===== config.mk =====
export PLATFORM = sky130hd
export DESIGN_NAME = e203_exu_flush_sched
export DESIGN_NICKNAME = d
export VERILOG_FILES = /design/src/rtl/e203_flush_pkg.sv /design/src/rtl/e203_sat_cnt.sv /design/src/rtl/e203_exu_flush_sched.sv
export SDC_FILE = /design/constraint.sdc
export NUM_CORES = 1
export LEC_CHECK = 0
export ABC_AREA = 1
export ABC_CLOCK_PERIOD_IN_PS = 1770
export CELL_PAD_IN_SITES_DETAIL_PLACEMENT = 1
export CELL_PAD_IN_SITES_GLOBAL_PLACEMENT = 1
export CORE_UTILIZATION = 29
export CTS_BUF_LIST = sky130_fd_sc_hd__clkbuf_8
export CTS_CLUSTER_DIAMETER = 50
export DETAILED_ROUTE_END_ITERATION = 16
export PLACE_DENSITY_LB_ADDON = 0.1
export SLEW_MARGIN = 20
export SYNTH_ARGS = -nofsm -noshare
export SYNTH_HDL_FRONTEND = slang
export SYNTH_SLANG_ARGS = --single-unit

===== constraint.sdc =====
create_clock -name clk -period 1.77 [get_ports clk]
set_clock_uncertainty 0.05 [all_clocks]
set_input_delay 0.2655 -clock clk [delete_from_list [all_inputs] [get_ports clk]]
set_output_delay 0.2655 -clock clk [all_outputs]
set_load 0.01 [all_outputs]

===== src/rtl/e203_flush_pkg.sv =====
// Shared encodings for the EXU flush scheduler slice.
package e203_flush_pkg;

  typedef enum logic {
    FS_IDLE = 1'b0,
    FS_PEND = 1'b1
  } fs_state_e;

  typedef enum logic {
    SRC_BRCH = 1'b0,
    SRC_EXCP = 1'b1
  } flush_src_e;

endpackage


===== src/rtl/e203_sat_cnt.sv =====
// Saturating event counter: holds at all-ones instead of wrapping.
module e203_sat_cnt #(
  parameter int unsigned W = 16
) (
  input  logic         clk,
  input  logic         rst_n,
  input  logic         inc,
  output logic [W-1:0] cnt
);

  always_ff @(posedge clk) begin
    if (!rst_n) begin
      cnt <= '0;
    end else if (inc && (cnt != '1)) begin
      cnt <= cnt + W'(1);
    end
  end

endmodule


===== src/rtl/e203_exu_flush_sched.sv =====
// Arbitrates exception vs branch-resolve flushes and holds one registered
// flush request toward the IFU until it is acknowledged.
module e203_exu_flush_sched #(
  parameter int unsigned PC_SIZE = 32,
  parameter int unsigned CNT_W   = 16
) (
  input  logic               clk,
  input  logic               rst_n,
  input  logic               excp_flush_req,
  input  logic [PC_SIZE-1:0] excp_flush_pc,
  output logic               excp_flush_ack,
  input  logic               brch_flush_req,
  input  logic [PC_SIZE-1:0] brch_flush_add_op1,
  input  logic [PC_SIZE-1:0] brch_flush_add_op2,
  output logic               brch_flush_ack,
  output logic               ifu_flush_req,
  output logic [PC_SIZE-1:0] ifu_flush_pc,
  input  logic               ifu_flush_ack,
  output logic               flush_busy,
  output logic               flush_src_excp,
  output logic [CNT_W-1:0]   brch_flush_cnt,
  output logic [CNT_W-1:0]   excp_flush_cnt
);

  import e203_flush_pkg::*;

  fs_state_e          r_state;
  flush_src_e         r_src;
  logic [PC_SIZE-1:0] r_pc;

  logic               w_idle;
  logic               w_override;
  logic               w_excp_ack;
  logic               w_brch_ack;
  logic [PC_SIZE-1:0] w_brch_tgt;

  assign w_idle     = (r_state == FS_IDLE);
  // A pending branch flush may be replaced by an exception, unless the IFU
  // is taking the branch target in this very cycle.
  assign w_override = (r_state == FS_PEND) && (r_src == SRC_BRCH) && !ifu_flush_ack;
  assign w_excp_ack = rst_n && excp_flush_req && (w_idle || w_override);
  assign w_brch_ack = rst_n && brch_flush_req && w_idle && !excp_flush_req;
  assign w_brch_tgt = brch_flush_add_op1 + brch_flush_add_op2;

  always_ff @(posedge clk) begin
    if (!rst_n) begin
      r_state <= FS_IDLE;
      r_src   <= SRC_BRCH;
      r_pc    <= '0;
    end else begin
      case (r_state)
        FS_IDLE: begin
          if (w_excp_ack) begin
            r_state <= FS_PEND;
            r_src   <= SRC_EXCP;
            r_pc    <= excp_flush_pc;
          end else if (w_brch_ack) begin
            r_state <= FS_PEND;
            r_src   <= SRC_BRCH;
            r_pc    <= w_brch_tgt;
          end
        end
        FS_PEND: begin
          if (ifu_flush_ack) begin
            r_state <= FS_IDLE;
          end else if (w_excp_ack) begin
            r_src <= SRC_EXCP;
            r_pc  <= excp_flush_pc;
          end
        end
        default: r_state <= FS_IDLE;
      endcase
    end
  end

  assign excp_flush_ack = w_excp_ack;
  assign brch_flush_ack = w_brch_ack;
  assign ifu_flush_req  = (r_state == FS_PEND);
  assign ifu_flush_pc   = r_pc;
  assign flush_busy     = (r_state == FS_PEND);
  assign flush_src_excp = (r_state == FS_PEND) && (r_src == SRC_EXCP);

  e203_sat_cnt #(.W(CNT_W)) u_brch_cnt (
    .clk   (clk),
    .rst_n (rst_n),
    .inc   (w_brch_ack),
    .cnt   (brch_flush_cnt)
  );

  e203_sat_cnt #(.W(CNT_W)) u_excp_cnt (
    .clk   (clk),
    .rst_n (rst_n),
    .inc   (w_excp_ack),
    .cnt   (excp_flush_cnt)
  );

endmodule


# Word level (Yosys, flattened, before mapping)
# Index checks and enable logic that the tools add are counted.
# W data, S select, Z words.
[word_totals]
mem_bits_rw = 0
memories = 0
inputBits = 101
rom_bits = 0
regBits = 66
word_cells = 43
out_inout_bits = 69
latch_bits = 0
[classes]
n_reduce_logical = 14
addsub = 3
bitwise_logic = 2
muxes = 14
div_mod_pow = 0
n_eq_ne = 5
shifts = 0
magnitude_cmp = 0
mul = 0
[op_table]
columns = ["op", "n"]
rows = [
  ["$mux W32", 4],
  ["$pmux W32 S2", 1],
  ["$add A16 B1 Y16 const B", 2],
  ["$add A32 B32 Y32", 1],
  ["$ne A16 B16 Y1 const B", 2],
  ["$logic_and A1 B1 Y1", 10],
  ["$mux W1", 7],
  ["$pmux W1 S2", 2],
  ["$ne A3 B1 Y1 const B", 1],
  ["$reduce_and A3 Y1", 1],
  ["$logic_not A1 Y1", 2],
  ["$ne A2 B1 Y1 const B", 1],
  ["$ne A2 B2 Y1 const B", 1],
  ["$not A1 Y1", 2],
  ["$logic_or A1 B1 Y1", 1],
]

# Logic depth before layout (Yosys ltp)
[logic_depth]
word_depth = 8
depth_mapped = 13
mapped_depth_nobuf = 13

# Hierarchy
# Synthesis repeated with hierarchy kept, for this count alone.
[unflattened]
cells_unflattened = 990
area_unflattened_um2 = 5844.4
[by_module_without_submodules]
columns = ["module", "instances", "cells_each", "area_each_um2"]
rows = [
  ["e203_exu_flush_sched", 1, 692, 3852.4],
  ["e203_sat_cnt", 2, 149, 996.0],
]

# Worst setup path after synthesis
# OpenSTA, ideal clock, no wires.
[synth_timing]
kind = "input to register"
from = "in brch_flush_add_op1[0]"
to = "reg r_pc[28], in the netlist ifu_flush_pc[28]"
t_arrival_ns = 1.566
stages = 10
setup_time_ns = 0.135
n_path_buf = 0
slack_ns = 0.019
cell_sequence = "ha_1 fa_1 nand3_1 nand3_1 nand3_1 nand3_1 nand2_1 nand3_1 nand3_1 a21oi_2"
[synth_via]
elab_chain_cells = 4
[synth_rtl]
columns = ["item", "line_no", "source"]
rows = [
  ["from (decl)", "e203_exu_flush_sched.sv:13", "input logic [PC_SIZE-1:0] brch_flush_add_op1,"],
  ["$add A32 B32 Y32", "e203_exu_flush_sched.sv:43", "assign w_brch_tgt = brch_flush_add_op1 + brch_flush_add_op2;"],
  ["$mux W32", "e203_exu_flush_sched.sv:57", "end else if (w_brch_ack) begin"],
  ["$mux W32", "e203_exu_flush_sched.sv:53", "if (w_excp_ack) begin"],
  ["$pmux W32 S2", "e203_exu_flush_sched.sv:51", "case (r_state)"],
  ["to (signal assigned)", "e203_exu_flush_sched.sv:56", "r_pc <= excp_flush_pc;"],
  ["to (signal assigned)", "e203_exu_flush_sched.sv:60", "r_pc <= w_brch_tgt;"],
  ["to (signal assigned)", "e203_exu_flush_sched.sv:68", "r_pc <= excp_flush_pc;"],
  ["to (decl)", "e203_exu_flush_sched.sv:29", "logic [PC_SIZE-1:0] r_pc;"],
]
# No other way between the ends. The select of a mux whose other input is x is not followed.
# A chain may end at the register's enable or synchronous reset.

# Worst setup path after layout
[layout_timing]
from = "in brch_flush_add_op1[0]"
to = "reg r_pc[26], in the netlist ifu_flush_pc[26]"
# The elaborated chain is that of the path after synthesis.

==> impl_results.md <==
* Tmin final at between 1500 and 2000 ps
* Clock Tree Root: clkbuf_8
* Final hold violation count at 0
* Slew HR at 59.2%
* Maximum fanout along the worst path at 4
* Max clock buf depth at 2
* Setup repair after global routing missed its margin: true
* Iteration-0 DRC count of the detailed router at approximately 150
* Data required time of the worst path at ~2000 ps
* Syn avg cell area at around 5.9 um^2
* Syn Inst Count at between 900 and 1000
* Remaining global-route overflow at 0
* Max-Cap Viols at 0
* CTS sink cnt at 66
* Routed via count at 6799
* CTS tree: yes
* Initial Utilization at 29.6%
* Clk_lat worst skew at between 300 and 400 ps
* Seq/Total Area, Yosys at 23.9%
* Clock slew at reported path FFs at 70 ps
* Largest net degree at the start of global routing at 48
* Total chip power at between 4 and 5 mW
* Worst setup EP type: flip-flop
* Hold crit path type: flip-flop to flip-flop
* Startpoint Class: input port
* CTS HTree Levels at 3
* Final ANT Viol Nets at 0
* Final wirelength at approximately 22000 um
* Netlist Area Pre-Place at about 5500 um^2
* Layout cells sized above 1 at 29.3%
* Vias/cell at roughly 4.7
* Syn Nets at about 1100
* FFs w/ async S/R, synth at 0%
* Crit path cell chain: dlygate4sd2_1 -> ha_2 -> fa_2 -> nand2_2 -> nand3_2 -> nand3_2 -> nand2_4 -> nand2_4 -> nand2_2 -> nand2_2 -> nand2_1 -> nand2_1 -> nand3_1 -> a21oi_1
* Nets at 1354
* Critical Path AT at just under 2000 ps
* GPL Wtd Cong at 0.855
* Final Setup Violations at 0
* Worst-Margin Slew at approximately 610 ps
* Post-route insts no fill at around 1500
* Hpwl dp at 16900 um
* Ys flop type: dfxtp_1
* Die Span Y at between 100 and 150 um
* Cells after DPL at 1432
* First-pass GRT wire length at roughly 34000 um
* IO Pins at 170
* Fin crit share at around 100%
* PwrDens at approximately 500 nW/um^2
* Fillers at between 2000 and 2500
* Drt pass-1 iters at 4
* Vias in the first global route at around 7000
* Number of flops mapped to enable cells by yosys at 0
* Worst IR Drop VDD at between 200 and 300 uV
* Initial antenna violation count at 0
* Rows at 50
* Overall routing resource usage at ~22%
* Drc violations at 0
* Highest clock rate at between 500 and 600 MHz
* Synth-to-layout area growth at 72.9%
* IO buf count at 169
* Die width at around 140 um
* Avg WL per Cell at ~15 um
* Sequential Area at 1330 um^2
* # diodes at 0
* Most frequent CP cell: nand2_2
* Critical-path top delay cell: fa_2
* CP max stage delay at a little under 400 ps
* Most frequent cells in the layout: 250 x nand2_1, 154 x inv_1, 116 x buf_4
* Leakage Power at between 4 and 5 nW
* Fin Setup TNS at 0 ps
* Multi-input gate area at 4410 um^2
* CTS Hold Buffers Added at 0
* CP Class: input port to flip-flop
* Commonest non-fill, non-tap cell in the layout: nand2_1
* CTS buffer count at 9
* Die area at a little under 20000 um^2
* Yosys warns at 0
* Final Max Tran Viols at 0
* Cell variety after synth at 45
* CORE AREA at 18700 um^2
* Number of synthesized register bits at 66
* Status: completed
logic make-up (layout without fill, tap and decap cells):
logic type | Yosys count | count (layout) | synth area share (%)
AOI/OAI and AO/OA | 126 | 126 | 13.9
xor gates and xnor gates | 10 | 10 | 1.58
adders and majority gates | 34 | 34 | 7.82
buffers and inverters | 196 | 482 | 14.2
DFF | 66 | 66 | 23.9
and+or+nand+nor | 502 | 502 | 38.6
critical path, delay by kind of cell:
family | cells | cell delay [ps]
adder cells (fa/ha/maj) | 2 | 580
AO/OA/AOI/OAI | 1 | 140
AND/OR/NAND/NOR | 10 | 700
buffers and inverters | 1 | 240
final timing paths:
kind | end | slack (ps) | depth (start not counted) | startpoint
worst max register to register | u_brch_cnt.cnt[5] | 110 | 10 | u_brch_cnt.cnt[0]
worst min register to register | ifu_flush_pc[1] | 420 | 2 | ifu_flush_pc[1]
worst max-delay path | ifu_flush_pc[26] | 40 | 14 | brch_flush_add_op1[0]
worst min-delay path | ifu_flush_pc[1] | 420 | 2 | ifu_flush_pc[1]
cell usage after synthesis, types with 3 or more instances:
library cell,n,area share [%]
inv_2,12,0.81
a21oi_2,5,0.79
nand4_1,6,0.68
nor3b_1,5,0.68
nand3_1,57,5.2
nor2_1,73,5.0
xnor2_1,7,1.1
nand2_1,316,21
clkbuf_1,6,0.41
nand3_2,3,0.54
nor3_1,19,1.7
buf_4,4,0.54
clkinv_1,3,0.20
o21ai_1,17,1.5
dfxtp_1,66,24
a31oi_1,10,1.1
nor4_1,3,0.34
a22o_1,19,3.0
or2_2,4,0.45
buf_6,3,0.61
ha_1,33,7.5
xor2_1,3,0.47
a21oi_1,58,5.2
buf_2,5,0.45
inv_1,160,11
o21ai_0,8,0.72
nand3b_1,5,0.68
report_power, final:
group / switching (mW) / leakage (nW) / internal [mW]
logic: 1.07 / 3.95 / 1.04
registers: 0.0448 / 0.539 / 1.55
clock network: 0.564 / 0.0811 / 0.508
metrics by stage:
step	cell area [um^2]	hold slack (ps)	setup slack [ps]	utilization [%]
global placement	8270	410	-640	44.2
floorplan	5530	357	19.3	-
detailed placement	8270	418	-690	44.2
CTS	9000	429	-34.9	48.1
finish	9570	422	44.5	51.1
global route	9570	457	-24.1	51.1
what timing repair did:
action	in CTS	in global routing
gates resized for setup	155	138
buffers inserted	6	4
pin swaps	40	48
endpoints found under the hold margin	0	0
cloned	0	0
setup endpoints to repair	35	33
layer usage:
| layer | share of wire, % | track usage (%) |
|---|---|---|
| met3 | 2.1 | 2.36 |
| met2 | 51 | 39.8 |
| met4 | 1.1 | 4.11 |
| met5 | 0 | 0 |
| met1 | 46 | 27.7 |
sequential cells by signal (all words and copies together), names as in the netlist:
register	count
flush_busy	1
r_src	1
u_brch_cnt.cnt	16
ifu_flush_pc	32
u_excp_cnt.cnt	16
final cells by class:
class	count	share of cell area, %
multi-input cells	672	46.1
repair buffers	293	28.4
flip-flops and latches	66	13.9
clock buffers	10	1.44
clock inverters	2	0.0916
well taps	234	3.06
inverters	177	7.02
Power figures use the tool's default switching activity.
